[config.mk]
export PLATFORM = sky130hd
export DESIGN_NAME = segment_swap_ctl
export DESIGN_NICKNAME = d
export VERILOG_FILES = /design/src/rtl/segment_swap_ctl_pkg.sv /design/src/rtl/segment_swap_ctl.sv
export SDC_FILE = /design/constraint.sdc
export NUM_CORES = 1
export LEC_CHECK = 0
export CAP_MARGIN = 20
export CORE_MARGIN = 3
export CORE_UTILIZATION = 51
export CTS_BUF_LIST = sky130_fd_sc_hd__clkbuf_8
export CTS_CLUSTER_DIAMETER = 50
export DETAILED_ROUTE_END_ITERATION = 8
export MAX_ROUTING_LAYER = met4
export PLACE_DENSITY = 0.8
export SETUP_SLACK_MARGIN = 0.5
export SLEW_MARGIN = 15
export SYNTH_ARGS = -nofsm -noshare
export SYNTH_HDL_FRONTEND = slang
export SYNTH_SLANG_ARGS = --single-unit
[constraint.sdc]
create_clock -name CLK -period 3 [get_ports CLK]
set_clock_uncertainty 0.1 [all_clocks]
set_input_delay 0.45 -clock CLK [delete_from_list [all_inputs] [get_ports CLK]]
set_output_delay 0.45 -clock CLK [all_outputs]
set_load 0.005 [all_outputs]
[src/rtl/segment_swap_ctl_pkg.sv]
// Shared types and constants for the segment swap controller.
package segment_swap_ctl_pkg;

   typedef enum logic [1:0] {RUN_INF, WAIT, RUN_FIN, STOPPED} swap_state_t;

   localparam int unsigned IdxWidthDefault = 15;
   localparam int unsigned RepWidthDefault = 16;

   // Repeat count that selects infinite playback
   localparam logic [RepWidthDefault-1:0] RepInfinite = '1;

   localparam logic Seg0 = 1'b0;
   localparam logic Seg1 = 1'b1;

endpackage

[src/rtl/segment_swap_ctl.sv]
// Read-segment swap sequencer for one double-buffered playback datapath.
// Optional SWAP_PULSE output enabled by SEGMENT_SWAP_CTL_SWAP_PULSE_EN.
//
// state   | meaning
// RUN_INF | active segment loops forever, boundaries ignored
// WAIT    | finite request pending, swap at next active-segment boundary
// RUN_FIN | finite segment playing, loops counted at each boundary
// STOPPED | finite repeats exhausted, playback frozen
module segment_swap_ctl
   import segment_swap_ctl_pkg::*;
#(
   parameter int unsigned IdxWidth = IdxWidthDefault,
   parameter int unsigned RepWidth = RepWidthDefault
) (
   input  logic                CLK,
   input  logic                RST_N,
   input  logic                UPDATE,
   input  logic                REQ_SEGMENT,
   input  logic [RepWidth-1:0] REP,
   input  logic [IdxWidth-1:0] CYCLE_0,
   input  logic [IdxWidth-1:0] CYCLE_1,
   input  logic [IdxWidth-1:0] IDX,
   input  logic                IDX_VALID,
   output logic                SEGMENT,
   output logic                STOP,
   output logic                BUSY,
   output logic [RepWidth-1:0] LOOP_CNT
`ifdef SEGMENT_SWAP_CTL_SWAP_PULSE_EN
   ,
   output logic                SWAP_PULSE
`endif
);

   localparam logic [RepWidth-1:0] RepInf = {RepWidth{1'b1}};

   swap_state_t         state_q, state_d;
   logic                seg_q, seg_d;
   logic                stop_q, stop_d;
   logic                busy_q, busy_d;
   logic [RepWidth-1:0] loop_cnt_q, loop_cnt_d;
   logic [RepWidth-1:0] rep_q, rep_d;
   logic                pend_seg_q, pend_seg_d;
   logic [RepWidth-1:0] pend_rep_q, pend_rep_d;
`ifdef SEGMENT_SWAP_CTL_SWAP_PULSE_EN
   logic                swap_pulse_q, swap_pulse_d;
`endif

   logic [IdxWidth-1:0] cycle_act;
   logic                boundary;

   // CYCLE inputs are live: the compare always uses the current value
   assign cycle_act = (seg_q == Seg1) ? CYCLE_1 : CYCLE_0;
   assign boundary  = IDX_VALID && (IDX == cycle_act);

   always_comb begin
      state_d    = state_q;
      seg_d      = seg_q;
      stop_d     = stop_q;
      busy_d     = busy_q;
      loop_cnt_d = loop_cnt_q;
      rep_d      = rep_q;
      pend_seg_d = pend_seg_q;
      pend_rep_d = pend_rep_q;
`ifdef SEGMENT_SWAP_CTL_SWAP_PULSE_EN
      swap_pulse_d = 1'b0;
`endif

      // An update in the same cycle as a boundary discards the boundary
      if (UPDATE) begin
         if (REP == RepInf) begin
            seg_d      = REQ_SEGMENT;
            stop_d     = 1'b0;
            busy_d     = 1'b0;
            loop_cnt_d = '0;
            state_d    = RUN_INF;
`ifdef SEGMENT_SWAP_CTL_SWAP_PULSE_EN
            swap_pulse_d = 1'b1;
`endif
         end else if (state_q == STOPPED) begin
            seg_d      = REQ_SEGMENT;
            rep_d      = REP;
            loop_cnt_d = '0;
            stop_d     = 1'b0;
            state_d    = RUN_FIN;
`ifdef SEGMENT_SWAP_CTL_SWAP_PULSE_EN
            swap_pulse_d = 1'b1;
`endif
         end else begin
            pend_seg_d = REQ_SEGMENT;
            pend_rep_d = REP;
            busy_d     = 1'b1;
            state_d    = WAIT;
         end
      end else if (boundary) begin
         case (state_q)
            WAIT: begin
               seg_d      = pend_seg_q;
               rep_d      = pend_rep_q;
               loop_cnt_d = '0;
               busy_d     = 1'b0;
               state_d    = RUN_FIN;
`ifdef SEGMENT_SWAP_CTL_SWAP_PULSE_EN
               swap_pulse_d = 1'b1;
`endif
            end
            RUN_FIN: begin
               if (loop_cnt_q == rep_q) begin
                  stop_d  = 1'b1;
                  state_d = STOPPED;
               end else begin
                  loop_cnt_d = loop_cnt_q + RepWidth'(1);
               end
            end
            default: ;
         endcase
      end
   end

   always_ff @(posedge CLK or negedge RST_N) begin
      if (!RST_N) begin
         state_q    <= RUN_INF;
         seg_q      <= Seg0;
         stop_q     <= 1'b0;
         busy_q     <= 1'b0;
         loop_cnt_q <= '0;
         rep_q      <= '0;
         pend_seg_q <= 1'b0;
         pend_rep_q <= '0;
`ifdef SEGMENT_SWAP_CTL_SWAP_PULSE_EN
         swap_pulse_q <= 1'b0;
`endif
      end else begin
         state_q    <= state_d;
         seg_q      <= seg_d;
         stop_q     <= stop_d;
         busy_q     <= busy_d;
         loop_cnt_q <= loop_cnt_d;
         rep_q      <= rep_d;
         pend_seg_q <= pend_seg_d;
         pend_rep_q <= pend_rep_d;
`ifdef SEGMENT_SWAP_CTL_SWAP_PULSE_EN
         swap_pulse_q <= swap_pulse_d;
`endif
      end
   end

   assign SEGMENT  = seg_q;
   assign STOP     = stop_q;
   assign BUSY     = busy_q;
   assign LOOP_CNT = loop_cnt_q;
`ifdef SEGMENT_SWAP_CTL_SWAP_PULSE_EN
   assign SWAP_PULSE = swap_pulse_q;
`endif

endmodule

==> Word-level counts from Yosys, hierarchy flattened <==
Index checks and enable logic that the tools add are counted.
{ "totals": {"reg_bits": 54, "input_bits": 66, "elab_cells": 70} }
{ "classes": {"n_addsub": 1, "eq_ne": 12, "muxes": 34, "bitwise": 2, "reduce_logical": 13} }
{ "op_table": {"columns": ["operator", "count"], "rows": [
  ["16-bit 2-to-1 mux", 10],
  ["16-bit case mux with 2 select lines", 1],
  ["16-bit by 1-bit adder with 16-bit output (second input constant)", 1],
  ["16-bit equality test", 1],
  ["16-bit equality test (second input constant)", 1],
  ["1-bit 2-to-1 mux", 16],
  ["15-bit equality test", 1],
  ["15-bit 2-to-1 mux", 1],
  ["3-bit AND reduction", 4],
  ["4-bit AND reduction", 3],
  ["2-bit 2-to-1 mux", 5],
  ["3-bit inequality test (second input constant)", 3],
  ["2-bit nonzero test", 4],
  ["2-bit equality test (second input constant)", 2],
  ["2-bit case mux with 2 select lines", 1],
  ["3-bit by 1-bit inequality test with 1-bit output (second input constant)", 1],
  ["3-bit nonzero test", 1],
  ["2-bit by 1-bit equality test with 1-bit output (second input constant)", 1],
  ["2-bit by 1-bit inequality test with 1-bit output (second input constant)", 1],
  ["2-bit inequality test (second input constant)", 1],
  ["1-bit inverter", 2],
  ["1-bit logical AND", 1]
]} }

==> Depth between registers and ports, before layout <==
{ "logic_depth": {"depth_word": 5, "depth_mapped": 10, "mapped_depth_nobuf": 7} }

==> Worst setup path after synthesis <==
No wires, ideal clock.
{ "synth_path": {"kind": "register to register", "from": "register seg_q (netlist: SEGMENT)", "to": "register rep_q[5]", "setup_time_ps": 137, "t_arrival_ps": 2289, "t_required_ps": 2763, "slack_ps": 474, "path_stages_with_launch": 10, "cell_sequence": "dfrtp_1 buf_6 buf_6 mux2i_1 xor2_1 nand4_2 or4_4 buf_6 o31ai_1 a21oi_1"} }
{ "synth_via": {"elab_chain_cells": 5} }
{ "synth_lines": {"columns": ["element", "line_no", "text"], "rows": [
  ["start: declaration", "segment_swap_ctl.sv:37", "logic seg_q, seg_d;"],
  ["start signal: assignment", "segment_swap_ctl.sv:122", "seg_q <= Seg0;"],
  ["start signal: assignment", "segment_swap_ctl.sv:134", "seg_q <= seg_d;"],
  ["15-bit 2-to-1 mux", "segment_swap_ctl.sv:52", "assign cycle_act = (seg_q == Seg1) ? CYCLE_1 : CYCLE_0;"],
  ["15-bit equality test", "segment_swap_ctl.sv:53", "assign boundary = IDX_VALID && (IDX == cycle_act);"],
  ["1-bit logical AND", "segment_swap_ctl.sv:53", null],
  ["2-bit nonzero test (no source line)", null, null],
  ["4-bit AND reduction (no source line)", null, null],
  ["end signal: assignment", "segment_swap_ctl.sv:138", "rep_q <= rep_d;"],
  ["end: declaration", "segment_swap_ctl.sv:41", "logic [RepWidth-1:0] rep_q, rep_d;"]
]} }
No other way between the ends.
A chain may end at the register's enable or synchronous reset.

==> Worst setup path in the final report <==
{ "layout_path": {"from": "register seg_q (netlist: SEGMENT)", "to": "register rep_q[15]"} }
The elaborated chain is that of the path after synthesis.

==> impl_results.md <==
- DP Wirelength: ~7.0 mm
- Critical path's slowest cell: or4_4
- Slew @ Worst Pin: 0.670 ns
- # DRC: 0
- Post-Route WL: 11.4 mm
- Mapped Cells: 350
- Worst slew margin: 0.554
- Crit-path cells: clkbuf_16 > mux2i_1 > xor2_1 > nand4_2 > or4_4 > o31ai_2 > a21oi_1
- Max Clk Rate: approximately 370 MHz
- Proportion of layout cells with a drive suffix above 1: 0.248
- Synth-to-Final Area Change: 46.8%
- Switch share: 0.391
- # port buffers: 84
- First-pass GRT wire length: 16.2 mm
- Total GRT Usage: 0.273
- Maximum buffer depth of the clock tree: 2
- Vias in the first global route: 3337
- Clock transition at the registers of the reported paths: 0.10 ns
- Chip width: 88.0 µm
- Crit Reg-Reg Endpoint: rep_q[15]
- Clock latency on the worst-skew pair: 0.32 ns
- Power density over the cells: 609 mW/mm²
- Comb power frac: 0.485
- Largest cells by area after synthesis: dfrtp_1, xor2_1, mux2_2, mux2i_1, o41ai_1
- Worst Reg-to-Reg Cells: 7
- CTS tree: yes
- R2R setup slack: 0.28 ns
- Sequential Power Share: 0.368
- RSZ-0062 raised after global routing: yes
- Critical Setup Path Class: flip-flop to flip-flop
- Post-CTS Hold Buffers: 0
- Synth Net Count: 417
- Vias/cell: 6.57
- Die Area: 0.00775 mm²
- RR Startpoint: SEGMENT
- Antenna cells: 0
- Core Util, Final: 0.785
- Synthesized area per cell: 9.81 µm²
- Worst vdd ir: 0.000442 V
- Iteration-0 DRC Markers: 314
- Vias: 3493
- Average wire per standard cell: 21.5 µm
- WP buf/inv: 1
- Worst endpoint required time: about 3.1 ns
- Num rows: 29
- Sw Pwr: 1.20 mW
- Hold crit path type: input pin to asynchronous set/reset pin
- Post-Synthesis Cell Area: around 0.0034 mm²
- Type of origin of the critical path: flip-flop
- Period utilisation layout: 0.906
- Placed cell areas: 0.00437 mm²
- Yosys reg bits: 54
- Clock share of power: 0.147
- Setup TNS: 0 ns
- CTS root buffer: clkbuf_8
- Worst Setup End Kind: flip-flop
- Final instance area: approximately 0.0050 mm²
- Top cell type's share of synthesized area: 0.394
- H-tree lvl count: 2
- Endpoints failing hold: 7
- Most frequent cells in the layout: clkdlybuf4s50_1, dfrtp_1, xor2_1, buf_4, a21oi_1
- Critical Path Max Stage Delay: 0.64 ns
- Failing checks: hold timing
- Critical path's top delay family: simple AND/OR/NAND/NOR gates
- Post-route antenna net violation count: 0
- Post-layout minimum cycle time: 2.72 ns
- Cell count along the critical path: 7
- Max Slew Vio Count: 0
- Core ar.: 0.00642 mm²
- IO Pins: 85
- Pint: 1.87 mW
- Initial Util: 0.534
- Cell taking the most area after synthesis: dfrtp_1
- Sink Count: 54
- Pin count of the biggest net entering global routing: 32
- Total power: 3.07 mW
- Fin worst setup slack: 0.283 ns
- Sequential share of the synthesized area: 0.394
- GP Congestion: 0.893
- Setup Slack @ Placement: 0.184 ns
- Most common cell after layout, fill and taps aside: clkdlybuf4s50_1
- Setup-violating endpoint count in the final report: 0
- YS warnings: 0
- CTS buffer count: 5
- Hold_ws: -0.00593 ns
- Grt total ovfl: 0
- TritonRoute pass-1 iters: 5
- Die span in y: about 90 µm
- Yosys cell types: 42
- Maxcap violations: 0
- NumNets Final: 521
- Arrival time worst endpoint: 2.82 ns
- Critical Path Fanout Max: 8
- Status: finished with violations
- Initial antenna violation count: 0
- Leak: 2.25 nW
-- what timing repair did --
action | 4_1_cts | 5_1_grt
buffers inserted | 9 | 9
gates resized for setup | 12 | 49
cloned | 2 | 2
endpoints found under the setup margin | 21 | 25
pin swaps | 7 | 25
-- stage by stage --
stage	instances	hold slack [ns]
4_1_cts	521	0.0177
3_3_place_gp	502	0.349
6_report	532	-0.00593
3_5_place_dp	502	0.363
5_1_grt	532	0.0203
2_1_floorplan	350	0.0544
-- power by group through the flow --
stage / Combinational [mW] / Clock, mW / Sequential, mW
4_1_cts: 1.15 / 0.453 / 1.10
3_3_place_gp: 1.03 / 0 / 1.10
3_5_place_dp: 1.08 / 0 / 1.11
6_report: 1.49 / 0.452 / 1.13
2_1_floorplan: 0.814 / 0 / 1.03
5_1_grt: 1.59 / 0.486 / 1.15
-- per-layer routing --
metal,track usage,share of wire,vias to the layer above
met5,-,0,-
met4,0.0962,0.033,0
met3,0.0470,0.070,44
met2,0.430,0.50,185
met1,0.357,0.40,1707
li1,-,-,1557
-- state kept, by name, summed over array words and instances, names as in the netlist --
signal and flops:
BUSY 1, LOOP_CNT 16, SEGMENT 1, STOP 1
pend_rep_q 16, pend_seg_q 1, rep_q 16, state_q 2
-- Yosys cell counts, drive strengths merged --
master and count:
a211oi 1, a21o 1, a21oi 24, a221o 1
a22oi 1, a31oi 22, a41oi 2, and2 3
and3 10, and4 7, and4b 1, and4bb 1
buf 8, clkbuf 18, dfrtp 54, ha 1
inv 22, mux2 17, mux2i 16, nand2 10
nand2b 9, nand3 3, nand4 8, nand4b 1
nor2 2, nor2b 2, nor3 1, nor4 6
o21a 6, o21ai 3, o21ba 1, o22ai 18
o31ai 19, o41ai 17, or2 1, or4 1
xnor2 2, xor2 30
-- how the worst max path moves through the flow --
stage / startpoint / to / slack, ns
detailed placement: CYCLE_0[5] / state_q[0] / 0.18
floorplan: SEGMENT / rep_q[5] / 0.49
global route: SEGMENT / rep_q[12] / 0.23
finish: SEGMENT / rep_q[15] / 0.28
global placement: CYCLE_1[14] / state_q[0] / 0.27
CTS: SEGMENT / state_q[0] / 0.44
-- final cells by class --
class,instances,area [µm²]
flip-flops and latches,54,1350
multi-input cells,251,2230
clock buffers,6,82.6
well taps,77,96.3
inverters,22,82.6
repair buffers,120,1180
clock inverters,2,16.3
fillers,386,1380
-- logic make-up after synthesis --
kind of cell,after synthesis,synth area share
DFF,54,0.394
and+or+nand+nor,66,0.125
buffers and inverters,48,0.0627
muxes,33,0.104
adders and majority gates,1,0.00365
AOI/OAI and AO/OA,116,0.229
xor gates and xnor gates,32,0.0817
(Power assumes the default switching activity.)
